<file path="config.mk">
export PLATFORM = sky130hd
export DESIGN_NAME = record_core_flat
export DESIGN_NICKNAME = d
export VERILOG_FILES = /design/src/rtl/record_core_if.sv /design/src/rtl/record_core.sv /design/src/flat_wrapper.sv
export SDC_FILE = /design/constraint.sdc
export NUM_CORES = 1
export LEC_CHECK = 0
export BUFFER_PORTS_ARGS = -buffer_cell sky130_fd_sc_hd__buf_2
export CORE_ASPECT_RATIO = 0.75
export CORE_MARGIN = 5
export CORE_UTILIZATION = 50
export DETAILED_ROUTE_END_ITERATION = 8
export PLACE_DENSITY_LB_ADDON = 0.12
export SYNTH_ARGS = -nofsm -noshare
export SYNTH_HDL_FRONTEND = slang
export SYNTH_SLANG_ARGS = --single-unit
</file>
<file path="constraint.sdc">
create_clock -name i_clk -period 7.5 [get_ports i_clk]
set_input_delay 1.125 -clock i_clk [delete_from_list [all_inputs] [get_ports i_clk]]
set_output_delay 1.125 -clock i_clk [all_outputs]
set_load 0.01 [all_outputs]
</file>
<file path="src/rtl/record_core_if.sv">
// Record path bundle: controller control/status, SDRAM write port and audio-in stream.
// The core connects through the slave modport; the controller/bench side uses master.
interface record_core_if;
    logic        record_start;
    logic [22:0] record_select;
    logic        record_pause;
    logic        record_stop;
    logic        record_done;
    logic [22:0] record_length;
    logic        record_write;
    logic [22:0] record_addr;
    logic [31:0] record_writedata;
    logic        record_sdram_finished;
    logic        record_audio_valid;
    logic [31:0] record_audio_data;
    logic        record_audio_ready;

    modport slave (
        input  record_start, record_select, record_pause, record_stop,
        input  record_sdram_finished, record_audio_valid, record_audio_data,
        output record_done, record_length, record_write, record_addr,
        output record_writedata, record_audio_ready
    );

    modport master (
        output record_start, record_select, record_pause, record_stop,
        output record_sdram_finished, record_audio_valid, record_audio_data,
        input  record_done, record_length, record_write, record_addr,
        input  record_writedata, record_audio_ready
    );
endinterface

</file>
<file path="src/rtl/record_core.sv">
// record_core: buffers audio-in samples in a small FIFO and writes them to consecutive SDRAM words.
// Optional RECORD_LEN_HDR_EN: samples start at base+1 and the final sample count is written to base.
module record_core #(
    parameter int FIFO_DEPTH = 4,
    parameter int MAX_WORDS  = 2**20
) (
    input  logic         i_clk,
    input  logic         i_rst,
    record_core_if.slave bus
);
    localparam int AW = $clog2(FIFO_DEPTH);
    localparam int PW = $clog2(MAX_WORDS + 1);
    localparam logic [AW:0]   CNT_FULL = (AW+1)'(FIFO_DEPTH);
    localparam logic [PW-1:0] PUSH_MAX = PW'(MAX_WORDS);
    localparam logic [22:0]   LEN_MAX  = 23'(MAX_WORDS);
`ifdef RECORD_LEN_HDR_EN
    localparam logic [22:0]   FIRST_OFF = 23'd1;
`else
    localparam logic [22:0]   FIRST_OFF = 23'd0;
`endif

    typedef enum logic [2:0] {
        S_IDLE,
        S_REC,
        S_PAUSE,
        S_FLUSH,
`ifdef RECORD_LEN_HDR_EN
        S_HDR,
`endif
        S_DONE
    } state_t;

    state_t        state_q, state_d;
    logic [31:0]   mem [FIFO_DEPTH];
    logic [AW-1:0] wr_ptr_q, rd_ptr_q;
    logic [AW:0]   count_q;
    logic [22:0]   base_q, wr_off_q, length_q;
    logic [PW-1:0] pushes_q;

    logic fifo_empty, fifo_full, abort, eng_active, eng_write, hdr_write;
    logic ready, push, pop;
    logic        wr_req;
    logic [22:0] wr_addr;
    logic [31:0] wr_data;

    assign fifo_empty = (count_q == '0);
    assign fifo_full  = (count_q == CNT_FULL);
    assign abort      = (state_q != S_IDLE) && !bus.record_start;
    assign eng_active = (state_q == S_REC) || (state_q == S_PAUSE) || (state_q == S_FLUSH);
    assign eng_write  = eng_active && !fifo_empty;
`ifdef RECORD_LEN_HDR_EN
    assign hdr_write  = (state_q == S_HDR);
`else
    assign hdr_write  = 1'b0;
`endif

    // Capture stops accepting once the take limit is reached, even before FLUSH is entered.
    assign ready = (state_q == S_REC) && !fifo_full && (pushes_q != PUSH_MAX);
    assign push  = ready && bus.record_audio_valid;
    assign pop   = eng_write && bus.record_sdram_finished && !abort;

    // NOTE: every output of a combinational block gets a default first, so no path infers a latch.
    always_comb begin
        wr_req  = 1'b0;
        wr_addr = '0;
        wr_data = '0;
        if (eng_write) begin
            wr_req  = 1'b1;
            wr_addr = base_q + wr_off_q;
            wr_data = mem[rd_ptr_q];
        end else if (hdr_write) begin
            wr_req  = 1'b1;
            wr_addr = base_q;
            wr_data = {9'b0, length_q};
        end
    end

    assign bus.record_write       = wr_req;
    assign bus.record_addr        = wr_addr;
    assign bus.record_writedata   = wr_data;
    assign bus.record_audio_ready = ready;
    assign bus.record_done        = (state_q == S_DONE);
    assign bus.record_length      = length_q;

    always_comb begin
        state_d = state_q;
        case (state_q)
            S_IDLE:  if (bus.record_start) state_d = S_REC;
            S_REC: begin
                if (abort)                                         state_d = S_IDLE;
                else if (bus.record_stop || pushes_q == PUSH_MAX)  state_d = S_FLUSH;
                else if (bus.record_pause)                         state_d = S_PAUSE;
            end
            S_PAUSE: begin
                if (abort)                  state_d = S_IDLE;
                else if (bus.record_stop)   state_d = S_FLUSH;
                else if (!bus.record_pause) state_d = S_REC;
            end
            S_FLUSH: begin
                if (abort)           state_d = S_IDLE;
`ifdef RECORD_LEN_HDR_EN
                else if (fifo_empty) state_d = S_HDR;
`else
                else if (fifo_empty) state_d = S_DONE;
`endif
            end
`ifdef RECORD_LEN_HDR_EN
            S_HDR: begin
                if (abort)                           state_d = S_IDLE;
                else if (bus.record_sdram_finished)  state_d = S_DONE;
            end
`endif
            S_DONE:  if (abort) state_d = S_IDLE;
            default: state_d = S_IDLE;
        endcase
    end

    // NOTE: the sample array has no reset; occupancy lives in count_q, so stale entries are never read.
    always_ff @(posedge i_clk) begin
        if (push) mem[wr_ptr_q] <= bus.record_audio_data;
    end

    // NOTE: sequential state uses non-blocking assignments so every register samples pre-edge values.
    always_ff @(posedge i_clk or posedge i_rst) begin
        if (i_rst) begin
            state_q  <= S_IDLE;
            wr_ptr_q <= '0;
            rd_ptr_q <= '0;
            count_q  <= '0;
            base_q   <= '0;
            wr_off_q <= '0;
            length_q <= '0;
            pushes_q <= '0;
        end else begin
            state_q <= state_d;

            if (state_q == S_IDLE || abort) begin
                wr_ptr_q <= '0;
                rd_ptr_q <= '0;
                count_q  <= '0;
            end else begin
                if (push) wr_ptr_q <= wr_ptr_q + 1'b1;
                if (pop)  rd_ptr_q <= rd_ptr_q + 1'b1;
                if (push && !pop)      count_q <= count_q + 1'b1;
                else if (!push && pop) count_q <= count_q - 1'b1;
            end

            if (state_q == S_IDLE && bus.record_start) begin
                base_q   <= bus.record_select;
                wr_off_q <= FIRST_OFF;
                length_q <= '0;
                pushes_q <= '0;
            end else begin
                if (push) pushes_q <= pushes_q + 1'b1;
                if (pop) begin
                    wr_off_q <= wr_off_q + 1'b1;
                    if (length_q != LEN_MAX) length_q <= length_q + 1'b1;
                end
            end
        end
    end
endmodule
</file>
<file path="src/flat_wrapper.sv">
// flat-port wrapper written by rule: the top's interface ports become plain ports
module record_core_flat 
#(
    parameter int FIFO_DEPTH = 4,
    parameter int MAX_WORDS  = 2**20
)
  (i_clk, i_rst, bus_record_start, bus_record_select, bus_record_pause, bus_record_stop, bus_record_sdram_finished, bus_record_audio_valid, bus_record_audio_data, bus_record_done, bus_record_length, bus_record_write, bus_record_addr, bus_record_writedata, bus_record_audio_ready);
  record_core_if bus_i ();
  input  logic i_clk;
  input  logic i_rst;
  input wire logic [$bits(bus_i.record_start)-1:0] bus_record_start;
  input wire logic [$bits(bus_i.record_select)-1:0] bus_record_select;
  input wire logic [$bits(bus_i.record_pause)-1:0] bus_record_pause;
  input wire logic [$bits(bus_i.record_stop)-1:0] bus_record_stop;
  input wire logic [$bits(bus_i.record_sdram_finished)-1:0] bus_record_sdram_finished;
  input wire logic [$bits(bus_i.record_audio_valid)-1:0] bus_record_audio_valid;
  input wire logic [$bits(bus_i.record_audio_data)-1:0] bus_record_audio_data;
  output wire logic [$bits(bus_i.record_done)-1:0] bus_record_done;
  output wire logic [$bits(bus_i.record_length)-1:0] bus_record_length;
  output wire logic [$bits(bus_i.record_write)-1:0] bus_record_write;
  output wire logic [$bits(bus_i.record_addr)-1:0] bus_record_addr;
  output wire logic [$bits(bus_i.record_writedata)-1:0] bus_record_writedata;
  output wire logic [$bits(bus_i.record_audio_ready)-1:0] bus_record_audio_ready;
  assign bus_i.record_start = bus_record_start;
  assign bus_i.record_select = bus_record_select;
  assign bus_i.record_pause = bus_record_pause;
  assign bus_i.record_stop = bus_record_stop;
  assign bus_i.record_sdram_finished = bus_record_sdram_finished;
  assign bus_i.record_audio_valid = bus_record_audio_valid;
  assign bus_i.record_audio_data = bus_record_audio_data;
  assign bus_record_done = bus_i.record_done;
  assign bus_record_length = bus_i.record_length;
  assign bus_record_write = bus_i.record_write;
  assign bus_record_addr = bus_i.record_addr;
  assign bus_record_writedata = bus_i.record_writedata;
  assign bus_record_audio_ready = bus_i.record_audio_ready;
  record_core #(.FIFO_DEPTH(FIFO_DEPTH), .MAX_WORDS(MAX_WORDS)) u_core (.i_clk(i_clk), .i_rst(i_rst), .bus(bus_i));
endmodule
</file>
; Word-level counts from Yosys, hierarchy flattened
; Memories as Yosys holds them, arrays and structs flattened.
; Cells that the tools add are included.
[totals]
out_inout_bits = 81
memories = 1
register_bits = 100
wordCells = 91
inputBits = 62
ramBits = 128
[op_classes]
addsub = 8
muxes = 30
eq_ne = 13
n_reduce_logical = 31
[mem_list]
columns = memory, depth, width, read_ports, rd_clocked_by_memory_dff, write_ports, line
row1 = u_core.mem, 4, 32, 1, 0, 1, record_core.sv:34  ; logic [31:0] mem [FIFO_DEPTH];
[ops]
columns = cell, n
row1 = $mux W23, 6
row2 = $add A23 B1 Y23 const B, 2
row3 = $mux W21, 2
row4 = $mux W3, 13
row5 = $mux W32, 1
row6 = $add A23 B23 Y23, 1
row7 = $ne A23 B21 Y1 const B, 1
row8 = $add A21 B1 Y21 const B, 1
row9 = $eq A21 B21 Y1 const B, 1
row10 = $ne A21 B21 Y1 const B, 1
row11 = $pmux W3 S5, 1
row12 = $logic_and A1 B1 Y1, 10
row13 = $reduce_bool A2 Y1, 5
row14 = $mux W2, 4
row15 = $ne A4 B3 Y1 const B, 2
row16 = $eq A3 B2 Y1 const B, 2
row17 = $eq A3 B3 Y1 const B, 2
row18 = $logic_not A1 Y1, 6
row19 = $logic_not A3 Y1, 2
row20 = $reduce_bool A3 Y1, 2
row21 = $reduce_and A5 Y1, 1
row22 = $add A2 B1 Y2 const B, 2
row23 = $logic_or A1 B1 Y1, 4
row24 = $add A3 B1 Y3 const B, 1
row25 = other kinds (7), 9

; Longest topological paths before layout
; Gate-level depths: netlist (run 1).
[depth]
ltp_word = 10
depth_mapped = 13
depth_no_buf = 10

; Least setup slack after synthesis (run 1)
; OpenSTA, ideal clock, no wires.
[synth_timing]
path_type = flip-flop to output port
start = register u_core.wr_off_q[12]
end = output port bus_record_addr[19]
stages_incl_launch_ff = 9
t_arrival_ns = 2.250
required_time_ns = 6.375
slack_ns = 4.125
path_buffers = 1
cell_sequence = dfrtp_1 ha_1 clkbuf_1 a211o_1 a211o_1 a211o_1 a21oi_1 o21ai_0 mux2i_1
[synth_between]
elab_chain_len = 2
[synth_rtl]
columns = item, line
row1 = "start, declared", record_core.sv:37  ; logic [22:0] base_q, wr_off_q, length_q;
row2 = "start signal, assigned", record_core.sv:156  ; wr_off_q <= wr_off_q + 1'b1;
row3 = $add A23 B23 Y23, record_core.sv:69  ; wr_addr = base_q + wr_off_q;
row4 = $mux W23, record_core.sv:67  ; if (eng_write) begin
row5 = "end, declared", flat_wrapper.sv:21  ; output wire logic [$bits(bus_i.record_addr)-1:0] bus_record_addr;
; Every way passes these cells.

; Worst setup path after layout (run 1)
[layout_timing]
start = register u_core.wr_off_q[1]
end = output port bus_record_addr[19]
; Same word-level chain as after synthesis.

==> flow_metrics.env, run 1 <==
export IMPL_io_buffers=142
export IMPL_finClkSkew_ns=0.0111
export IMPL_diodes=0
export IMPL_synth_avg_cell_area_um2=11.8
export IMPL_post_cts_buffers=0
export IMPL_hold_path_end="u_core.base_q[21]"
export IMPL_multi_input_area_um2=4580
export IMPL_pwr_share_seq_pct=43.6
export IMPL_synthesis_area_um2=11200
export IMPL_synth_adder_area_share_pct=3.94
export IMPL_dieWidth_um=183
export IMPL_p_int_w=0.00245
export IMPL_rrSetupSlack_ns=4.08
export IMPL_hold_start="u_core.base_q[21]"
export IMPL_cts_root_buf="clkbuf_16"
export IMPL_synth_xor_area_share_pct=4.31
export IMPL_design_core_area_um2=22100
export IMPL_maxSlewHeadroom_pct=31.2
export IMPL_num_rows=47
export IMPL_synth_cells=948
export IMPL_synth_top_family_by_area="simple AND/OR/NAND/NOR gates"
export IMPL_grt_max_degree=77
export IMPL_max_clock_freq_mhz=237
export IMPL_cp_max_fo=6
export IMPL_grtUsageTotal_pct=19.2
export IMPL_pwr_share_comb_pct=23.0
export IMPL_hold_viol_final=0
export IMPL_die_y_um=140
export IMPL_setup_tns_ns=0
export IMPL_min_path_cells=2
export IMPL_htree_levels=1
export IMPL_grt_pass1_wl_um=40200
export IMPL_final_common_cell="buf_2"
export IMPL_cts_resized=0
export IMPL_p_per_area_nw_per_um2=273
export IMPL_finalCritPeriodShare_pct=56.3
export IMPL_cts_buffer_depth=3
export IMPL_clk_latency_ns=0.52
export IMPL_area_delta_synth_final_pct=16.1
export IMPL_synth_seq_cells=228
export IMPL_path_clk_slew_ns=0.07
export IMPL_syn_nets=1044
export IMPL_drc=0
export IMPL_synth_ff_type="edfxtp_1"
export IMPL_pwr_share_clk_pct=33.4
export IMPL_antenna_found_initial=1
export IMPL_io_pin_count=143
export IMPL_cts_hold_buf=0
export IMPL_cts_buffers=24
export IMPL_irDropWorstVdd_v=0.000210
export IMPL_ant_nets=0
export IMPL_cp_required_ns=6.38
export IMPL_maxCapViolCount=0
export IMPL_dp_hpwl_um=16500
export IMPL_slew_violations=0
export IMPL_start_util_pct=50.7
export IMPL_async_flop_share_pct=43.9
export IMPL_die_area_um2=25500
export IMPL_reg2reg_depth=9
export IMPL_r2r_start="u_core.state_q[0]"
export IMPL_synth_compound_area_share_pct=8.68
export IMPL_netSwitchingPower_w=0.00110
export IMPL_num_vias=7646
export IMPL_tritoncts="done"
export IMPL_synthSimpleGateAreaFrac_pct=16.6
export IMPL_overflow=0
export IMPL_critPathKind="flop to output port"
export IMPL_ys_warn_count=0
export IMPL_grt_setup_unrepaired="no"
export IMPL_power_leakage_nw=5.53
export IMPL_grt_pass1_vias=7471
export IMPL_drt_iter0_drc=596
export IMPL_routedWlPerCell_um=17.4
export IMPL_cp_data_arrival_time_ns=3.10
export IMPL_wirelength_um=24300
export IMPL_hold_slack_ns=0.490
export IMPL_startpoint_type="flop"
export IMPL_crit_path_end_kind="output port"
export IMPL_nNetsFinal=1182
export IMPL_outcome="finished clean"
export IMPL_synth_area_mux_share_pct=7.34
export IMPL_dr_pass1_iters=5
export IMPL_final_cell_mix="buf_2 (142), nand2_1 (128), edfxtp_1 (128)"
export IMPL_gp_congestion=0.841
export IMPL_worst_slew_pin_slew_ns=1.03
export IMPL_synth_edf_count=128
export IMPL_regArea_um2=6350
export IMPL_setup_violations=0
export IMPL_numClockSinks=228
export IMPL_swShare_pct=30.9
export IMPL_ys_seq_area_share_pct=56.7
export IMPL_reg2reg_to="u_core.count_q[2]"
export IMPL_period_minus_slack_ns=4.22
export IMPL_synth_cell_types=59
export IMPL_hold_path_class="flop to flop"
export IMPL_via_per_inst=5.48
export IMPL_fillers=1873
export IMPL_drive_gt1_share_pct=21.8
## synth_stat cells, types with 7 or more instances
library cell,number,share of area [%]
ha_1,32,3.6
a21oi_1,46,2.1
nor2_1,80,2.7
a211oi_1,8,0.54
or3_1,15,0.84
mux4_2,32,6.4
mux2i_1,10,0.90
clkbuf_1,31,1.0
and2_1,40,2.2
and4_1,8,0.63
a31oi_1,7,0.39
a21o_1,11,0.74
xnor2_1,20,1.6
xor2_1,35,2.7
buf_1,7,0.23
inv_1,23,0.77
edfxtp_1,128,34
o21ai_0,24,1.1
nand2_1,128,4.3
nand3_1,17,0.76
nand4_1,26,1.5
dfrtp_1,100,22
and3_1,18,1.0
o21a_1,9,0.60
nor3_1,19,0.85
## worst max path at each step
stage	depth (start not counted)	from	endpoint	slack (ns)
floorplan	1	i_rst	u_core.base_q[0]	3.76
global placement	8	u_core.wr_off_q[1]	bus_record_addr[19]	3.86
detailed placement	8	u_core.wr_off_q[1]	bus_record_addr[19]	3.85
CTS	8	u_core.wr_off_q[1]	bus_record_addr[19]	3.27
global route	8	u_core.count_q[0]	bus_record_addr[22]	3.03
finish	8	u_core.wr_off_q[1]	bus_record_addr[19]	3.28
## cell families (layout without fill, tap and decap cells)
group / after synthesis / in the layout
compound gates: 144 / 144
simple gates: 379 / 379
fa+ha+maj: 34 / 34
flops: 228 / 228
xor+xnor: 55 / 55
buf+inv: 66 / 220
mux: 42 / 42
## metrics by stage
stage / util [%] / cell area (µm²) / std cells / total power, W / setup WS, ns
6_report: 58.9 / 13000 / 1396 / 0.00355 / 3.28
5_1_grt: 58.9 / 13000 / 1396 / 0.00375 / 3.03
4_1_cts: 58.9 / 13000 / 1396 / 0.00359 / 3.27
3_5_place_dp: 55.3 / 12200 / 1354 / 0.00239 / 3.85
3_3_place_gp: 55.3 / 12200 / 1354 / 0.00237 / 3.86
2_1_floorplan: - / 11200 / 948 / 0.00213 / 3.76
## area by class of cell
cell class	instances	share of cell area (%)
timing repair buffer	155	6.23
sequential	228	48.9
clock buffer	27	4.79
tap	294	2.83
inverter	23	0.684
clock inverter	15	1.30
multi-input combinational	654	35.3
## flip-flops by register name, summed over array words and instances (netlist names)
register,count
u_core.bus.record_length,23
u_core.rd_ptr_q,2
u_core.wr_ptr_q,2
u_core.mem,128
u_core.state_q,3
u_core.count_q,3
u_core.wr_off_q,23
u_core.base_q,23
u_core.pushes_q,21
## power by group through the flow
stage | clock (W) | combinational, W | sequential [W]
4_1_cts | 0.00122 | 0.000823 | 0.00155
5_1_grt | 0.00127 | 0.000922 | 0.00156
3_5_place_dp | 0 | 0.000817 | 0.00157
3_3_place_gp | 0 | 0.000809 | 0.00157
2_1_floorplan | 0 | 0.000603 | 0.00153
6_report | 0.00118 | 0.000815 | 0.00155
## layer usage
| metal | track usage (%) | up-vias | part of all wire (%) |
|---|---|---|---|
| met3 | 3.26 | 31 | 5.8 |
| met5 | 0 | - | 0.029 |
| met2 | 28.1 | 215 | 44 |
| met4 | 3.40 | 2 | 1.4 |
| met1 | 30.8 | 3651 | 49 |
| li1 | - | 3747 | - |
## worst max-delay path, cell delays in order (launching register included)
cell	delay [ns]
dfrtp_1	0.47
ha_1	0.35
a211oi_1	0.32
o21bai_1	0.18
a311o_1	0.40
a21oi_1	0.32
o21ai_0	0.19
mux2i_1	0.19
buf_2	0.16
Note: power is estimated with default switching activity, not from simulation.
==> run 2, diff against run 1 <==
ABC_AREA = 1   (was unset)
clock period = 3.5 ns   (was 7.5 ns; I/O delays follow)
==> flow_metrics.env, run 2 <==
export IMPL_outcome="finished clean"
export IMPL_stdcell_area_um2=14700
export IMPL_synth_area_leaders="edfxtp_1 (30%), dfrtp_1 (20%), nand2_1 (13%)"
export IMPL_cts_buffers=25
export IMPL_synth_edf_count=128
export IMPL_slew_violations=0
export IMPL_synth_most_common_cell="nand2_1"
export IMPL_cp_data_arrival_time_ns=2.72
export IMPL_cts_root_buf="clkbuf_16"
export IMPL_power_leakage_nw=6.71
export IMPL_async_flop_share_pct=43.9
export IMPL_largest_register_ffs=128
export IMPL_synth_ff_type="edfxtp_1"
export IMPL_final_cell_mix="nand2_1 (444), nor2_1 (296), inv_1 (144)"
export IMPL_grt_max_degree=66
export IMPL_cts_buffer_depth=3
export IMPL_numClockSinks=228
export IMPL_routedWlPerCell_um=15.3
export IMPL_maxCapViolCount=0
export IMPL_crit_path_end_kind="output port"
export IMPL_finalCritPeriodShare_pct=92.6
export IMPL_io_pin_count=143
export IMPL_syn_nets=1703
export IMPL_overflow=0
export IMPL_grt_pass1_vias=10100
export IMPL_regMostFlops="u_core.mem"
export IMPL_synth_cell_types=41
export IMPL_setup_tns_ns=0
export IMPL_p_per_area_nw_per_um2=633
export IMPL_synth_top_area_share_pct=30.0
export IMPL_finClkSkew_ns=0.0102
export IMPL_place_area_um2=13800
export IMPL_period_minus_slack_ns=3.24
export IMPL_dp_slack_ns=0.815
export IMPL_grt_setup_unrepaired="no"
export IMPL_max_clock_freq_mhz=309
export IMPL_clk_latency_ns=0.53
export IMPL_gp_congestion=0.896
export IMPL_num_rows=50
export IMPL_setup_slack_ns=0.259
export IMPL_cts_resized=0
export IMPL_cp_max_fo=6
export IMPL_area_delta_synth_final_pct=14.4
export IMPL_ys_seq_area_share_pct=49.5
export IMPL_ant_nets=0
export IMPL_hold_path_class="input port to async pin"
export IMPL_start_util_pct=51.1
export IMPL_final_common_cell="nand2_1"
export IMPL_path_clk_slew_ns=0.06
export IMPL_die_y_um=149
export IMPL_synth_area_leader_cell="edfxtp_1"
export IMPL_cts_hold_buf=0
export IMPL_wirelength_um=32200
export IMPL_maxSlewHeadroom_pct=34.9
export IMPL_synth_avg_cell_area_um2=7.98
export IMPL_startpoint_type="flop"
export IMPL_post_cts_buffers=0
export IMPL_antenna_found_initial=1
export IMPL_hold_viol_final=0
export IMPL_drc=0
export IMPL_worst_slew_pin_slew_ns=0.976
export IMPL_design_core_area_um2=25100
export IMPL_htree_levels=1
export IMPL_cp_required_ns=2.97
export IMPL_synthesis_area_um2=12800
export IMPL_dp_hpwl_um=22600
export IMPL_drt_iter0_drc=811
export IMPL_tritoncts="done"
export IMPL_die_area_um2=29000
export IMPL_io_buffers=142
export IMPL_nNetsFinal=1836
export IMPL_grt_pass1_wl_um=52200
export IMPL_synth_seq_cells=228
export IMPL_irDropWorstVdd_v=0.000415
export IMPL_synth_cells=1607
export IMPL_grtUsageTotal_pct=21.6
export IMPL_dieWidth_um=195
export IMPL_yosys_top_cells_count="nand2_1 (444), nor2_1 (300), inv_1 (145)"
export IMPL_setup_violations=0
export IMPL_via_per_inst=5.12
export IMPL_critPathKind="flop to output port"
export IMPL_ys_warn_count=0
export IMPL_drive_gt1_share_pct=15.1
export IMPL_dr_pass1_iters=5
export IMPL_num_vias=10800
run 2: cell count changes after synthesis, sizes merged, moves of 40 or more:
cell	before	now
and2	41	1
inv	23	159
nand2	128	468
nand3	17	91
nor2	80	309
o21ai	24	112
run 2: per-layer routing:
metal	wire length, µm	track usage, %
met1	16200	33.4
met2	13800	33.0
met3	1710	2.91
met4	533	4.08
met5	0	0
run 2: kinds of logic (layout without fill, tap and decap cells):
group                      after synthesis  in the layout  share of synthesized area [%]
AOI/OAI and AO/OA                      180            180                           7.34
adders and majority gates               34             34                           3.43
xor gates and xnor gates                37             37                           2.53
and+or+nand+nor                        921            921                           30.4
DFF                                    228            228                           49.5
other                                    0              1                              0
buffers and inverters                  207            359                           6.84
run 2: power by group:
group	internal [W]	total [W]	switching [W]
clock network	0.00162	0.00273	0.00111
registers	0.00326	0.00360	0.000341
logic	0.000931	0.00297	0.00204
total	0.00581	0.00929	0.00349
run 2: final cells by class:
| cell class | count | area (µm²) |
|---|---|---|
| tap | 338 | 423 |
| antenna | 1 | 2.50 |
| timing repair buffer | 153 | 806 |
| fill | 2332 | 10400 |
| clock inverter | 19 | 220 |
| inverter | 160 | 613 |
| multi-input combinational | 1172 | 5640 |
| sequential | 228 | 6350 |
| clock buffer | 27 | 633 |
run 2: path summary, 6_finish.rpt:
path,start,end,slack (ns),cells after the start
setup / recovery,u_core.wr_off_q[0],bus_record_addr[12],0.26,12
hold / removal,i_rst,u_core.bus.record_length[17],0.13,2
setup reg to reg,u_core.state_q[2],u_core.count_q[2],0.92,11
hold reg to reg,u_core.base_q[18],u_core.base_q[18],0.48,2
max in group asynchronous,i_rst,u_core.rd_ptr_q[0],2.64,3
min in group i_clk,bus_record_select[18],u_core.base_q[18],0.20,3
run 2: stage by stage:
stage | hold WS, ns | instances | utilization [%] | power, W
after global routing | 0.187 | 2098 | 58.5 | 0.00991
final | 0.132 | 2098 | 58.5 | 0.00929
after floorplan | 0.446 | 1607 | - | 0.00577
after CTS | 0.146 | 2097 | 58.5 | 0.00937
after detailed placement | 0.469 | 2051 | 55.1 | 0.00661
after global placement | 0.459 | 2051 | 55.1 | 0.00657
run 2: critical path, stage by stage, from the launching register on:
cell	delay, ns
dfrtp_1	0.45
ha_1	0.28
fa_1	0.47
nand3_1	0.12
nand3_1	0.13
nand2_1	0.09
nand3_1	0.12
nand2_1	0.11
nand2_1	0.06
nand2_1	0.06
nand2_1	0.06
nor2_1	0.09
buf_2	0.15
==> run 3, diff against run 2 <==
BUFFER_PORTS_ARGS = unset   (was -buffer_cell sky130_fd_sc_hd__buf_2)
DONT_BUFFER_PORTS = 1   (was unset)
clock period = 3.06 ns   (was 3.5 ns; I/O delays follow)
==> flow_metrics.env, run 3 (same netlist as run 2, synthesis figures left out) <==
export IMPL_outcome="finished clean"
export IMPL_period_minus_slack_ns=2.93
export IMPL_hold_path_end="u_core.mem[3][1]"
export IMPL_cts_buffers=24
export IMPL_cts_buffer_depth=3
export IMPL_hold_path_class="input port to flop"
export IMPL_finalPower_w=0.0105
export IMPL_reg2reg_depth=11
export IMPL_diodes=0
export IMPL_via_per_inst=5.24
export IMPL_die_y_um=149
export IMPL_reg2reg_to="u_core.count_q[2]"
export IMPL_hold_start="bus_record_audio_data[1]"
export IMPL_dieWidth_um=195
export IMPL_critPathKind="flop to output port"
export IMPL_overflow=0
export IMPL_wirelength_um=31400
export IMPL_slew_violations=0
export IMPL_power_leakage_nw=6.12
export IMPL_final_cell_mix="nand2_1 (444), nor2_1 (291), inv_1 (144)"
export IMPL_dr_pass1_iters=5
export IMPL_routedWlPerCell_um=16.0
export IMPL_drc=0
export IMPL_setup_tns_ns=0
export IMPL_tritoncts="done"
export IMPL_maxSlewHeadroom_pct=62.4
export IMPL_dp_hpwl_um=22000
export IMPL_crit_path_end_kind="output port"
export IMPL_irDropWorstVdd_v=0.000378
export IMPL_antenna_found_initial=0
export IMPL_ant_nets=0
export IMPL_io_buffers=0
export IMPL_cp_max_fo=6
export IMPL_grt_pass1_wl_um=50900
export IMPL_setup_slack_ns=0.134
export IMPL_grt_setup_unrepaired="no"
export IMPL_io_pin_count=143
export IMPL_hold_viol_final=0
export IMPL_drt_iter0_drc=659
export IMPL_htree_levels=1
export IMPL_grt_max_degree=101
export IMPL_cp_data_arrival_time_ns=2.47
export IMPL_path_clk_slew_ns=0.06
export IMPL_hold_slack_ns=0.0367
export IMPL_start_util_pct=51.1
export IMPL_gp_congestion=0.923
export IMPL_maxCapViolCount=0
export IMPL_drive_gt1_share_pct=9.01
export IMPL_dp_slack_ns=0.467
export IMPL_area_delta_synth_final_pct=10.4
export IMPL_max_clock_freq_mhz=342
export IMPL_die_area_um2=29000
export IMPL_finClkSkew_ns=0.0138
export IMPL_clk_latency_ns=0.51
export IMPL_num_vias=10300
export IMPL_startpoint_type="flop"
export IMPL_largest_register_ffs=128
export IMPL_design_core_area_um2=25100
export IMPL_grt_pass1_vias=9517
export IMPL_nNetsFinal=1711
export IMPL_p_per_area_nw_per_um2=738
export IMPL_r2r_start="u_core.state_q[2]"
export IMPL_cp_required_ns=2.60
export IMPL_cts_root_buf="clkbuf_16"
export IMPL_numClockSinks=228
export IMPL_rrSetupSlack_ns=0.54
export IMPL_min_path_cells=0
export IMPL_setup_violations=0
export IMPL_grtUsageTotal_pct=21.3
export IMPL_final_common_cell="nand2_1"
export IMPL_num_rows=50
export IMPL_regMostFlops="u_core.mem"
export IMPL_worst_slew_pin_slew_ns=0.564
export IMPL_finalCritPeriodShare_pct=95.6
==> run 3: cell count changes in the layout (fill, tap and decap cells not counted), sizes merged, moves of 2 or more <==
cell	previous run	this run
clkbuf	27	31
buf	153	28
inv	162	159
clkinvlp	5	3
clkinv	8	5
==> run 3: final cells by class <==
type                    count  area (µm²)
flip-flops and latches    228        6350
multi-input cells        1172        5670
fillers                  2309       10900
well taps                 338         423
inverters                 160         614
repair buffers             29         270
clock inverters            11         165
clock buffers              31         668
==> run 3: worst max-delay path, cell delays in order, from the launching register on <==
cell and delay [ns]:
dfrtp_2 0.45, ha_2 0.23, fa_2 0.40, nand3_1 0.11
nand3_2 0.13, nand2_1 0.09, nand3_1 0.12, nand2_1 0.11
nand2_1 0.05, nand2_1 0.06, nand2_1 0.06, nor2_2 0.14
==> run 3: metrics by stage <==
| step | utilization [%] | cell area [µm²] | std cells |
|---|---|---|---|
| after detailed placement | 52.9 | 13300 | 1925 |
| after global routing | 56.5 | 14200 | 1969 |
| after CTS | 56.3 | 14100 | 1968 |
| after floorplan | - | 12800 | 1607 |
| final | 56.5 | 14200 | 1969 |
| after global placement | 52.9 | 13300 | 1925 |
==> run 3: report_power, final <==
part	switching, W	leakage [nW]	internal [W]
Combinational	0.00225	3.21	0.000985
Clock	0.00120	0.400	0.00188
Sequential	0.000424	2.51	0.00372
==> run 3: worst max path at each step <==
| stage | end | start | slack [ns] | depth (start not counted) |
|---|---|---|---|---|
| 6_report | bus_record_addr[12] | u_core.wr_off_q[0] | 0.13 | 11 |
| 5_1_grt | bus_record_addr[18] | u_core.wr_off_q[8] | 0.002 | 9 |
| 4_1_cts | bus_record_addr[12] | u_core.wr_off_q[0] | 0.02 | 11 |
| 3_5_place_dp | bus_record_addr[12] | u_core.wr_off_q[0] | 0.47 | 11 |
| 3_3_place_gp | bus_record_addr[12] | u_core.wr_off_q[0] | 0.51 | 11 |
| 2_1_floorplan | u_core.mem[0][0] | u_core.pushes_q[0] | 0.27 | 7 |
==> run 3: timing repair <==
item,4_1_cts,5_1_grt
endpoints found under the setup margin,3,10
buffers inserted,0,1
endpoints found under the hold margin,17,0
gates resized for setup,2,11
hold buffers,1,0
pin swaps,0,1
==> run 3: per-layer routing <==
metal / routed length, µm / GRT usage [%] / up-vias
li1: - / - / 5218
met4: 627 / 4.71 / 0
met5: 0 / 0 / -
met1: 15600 / 32.7 / 4813
met3: 1800 / 3.70 / 40
met2: 13400 / 31.7 / 244
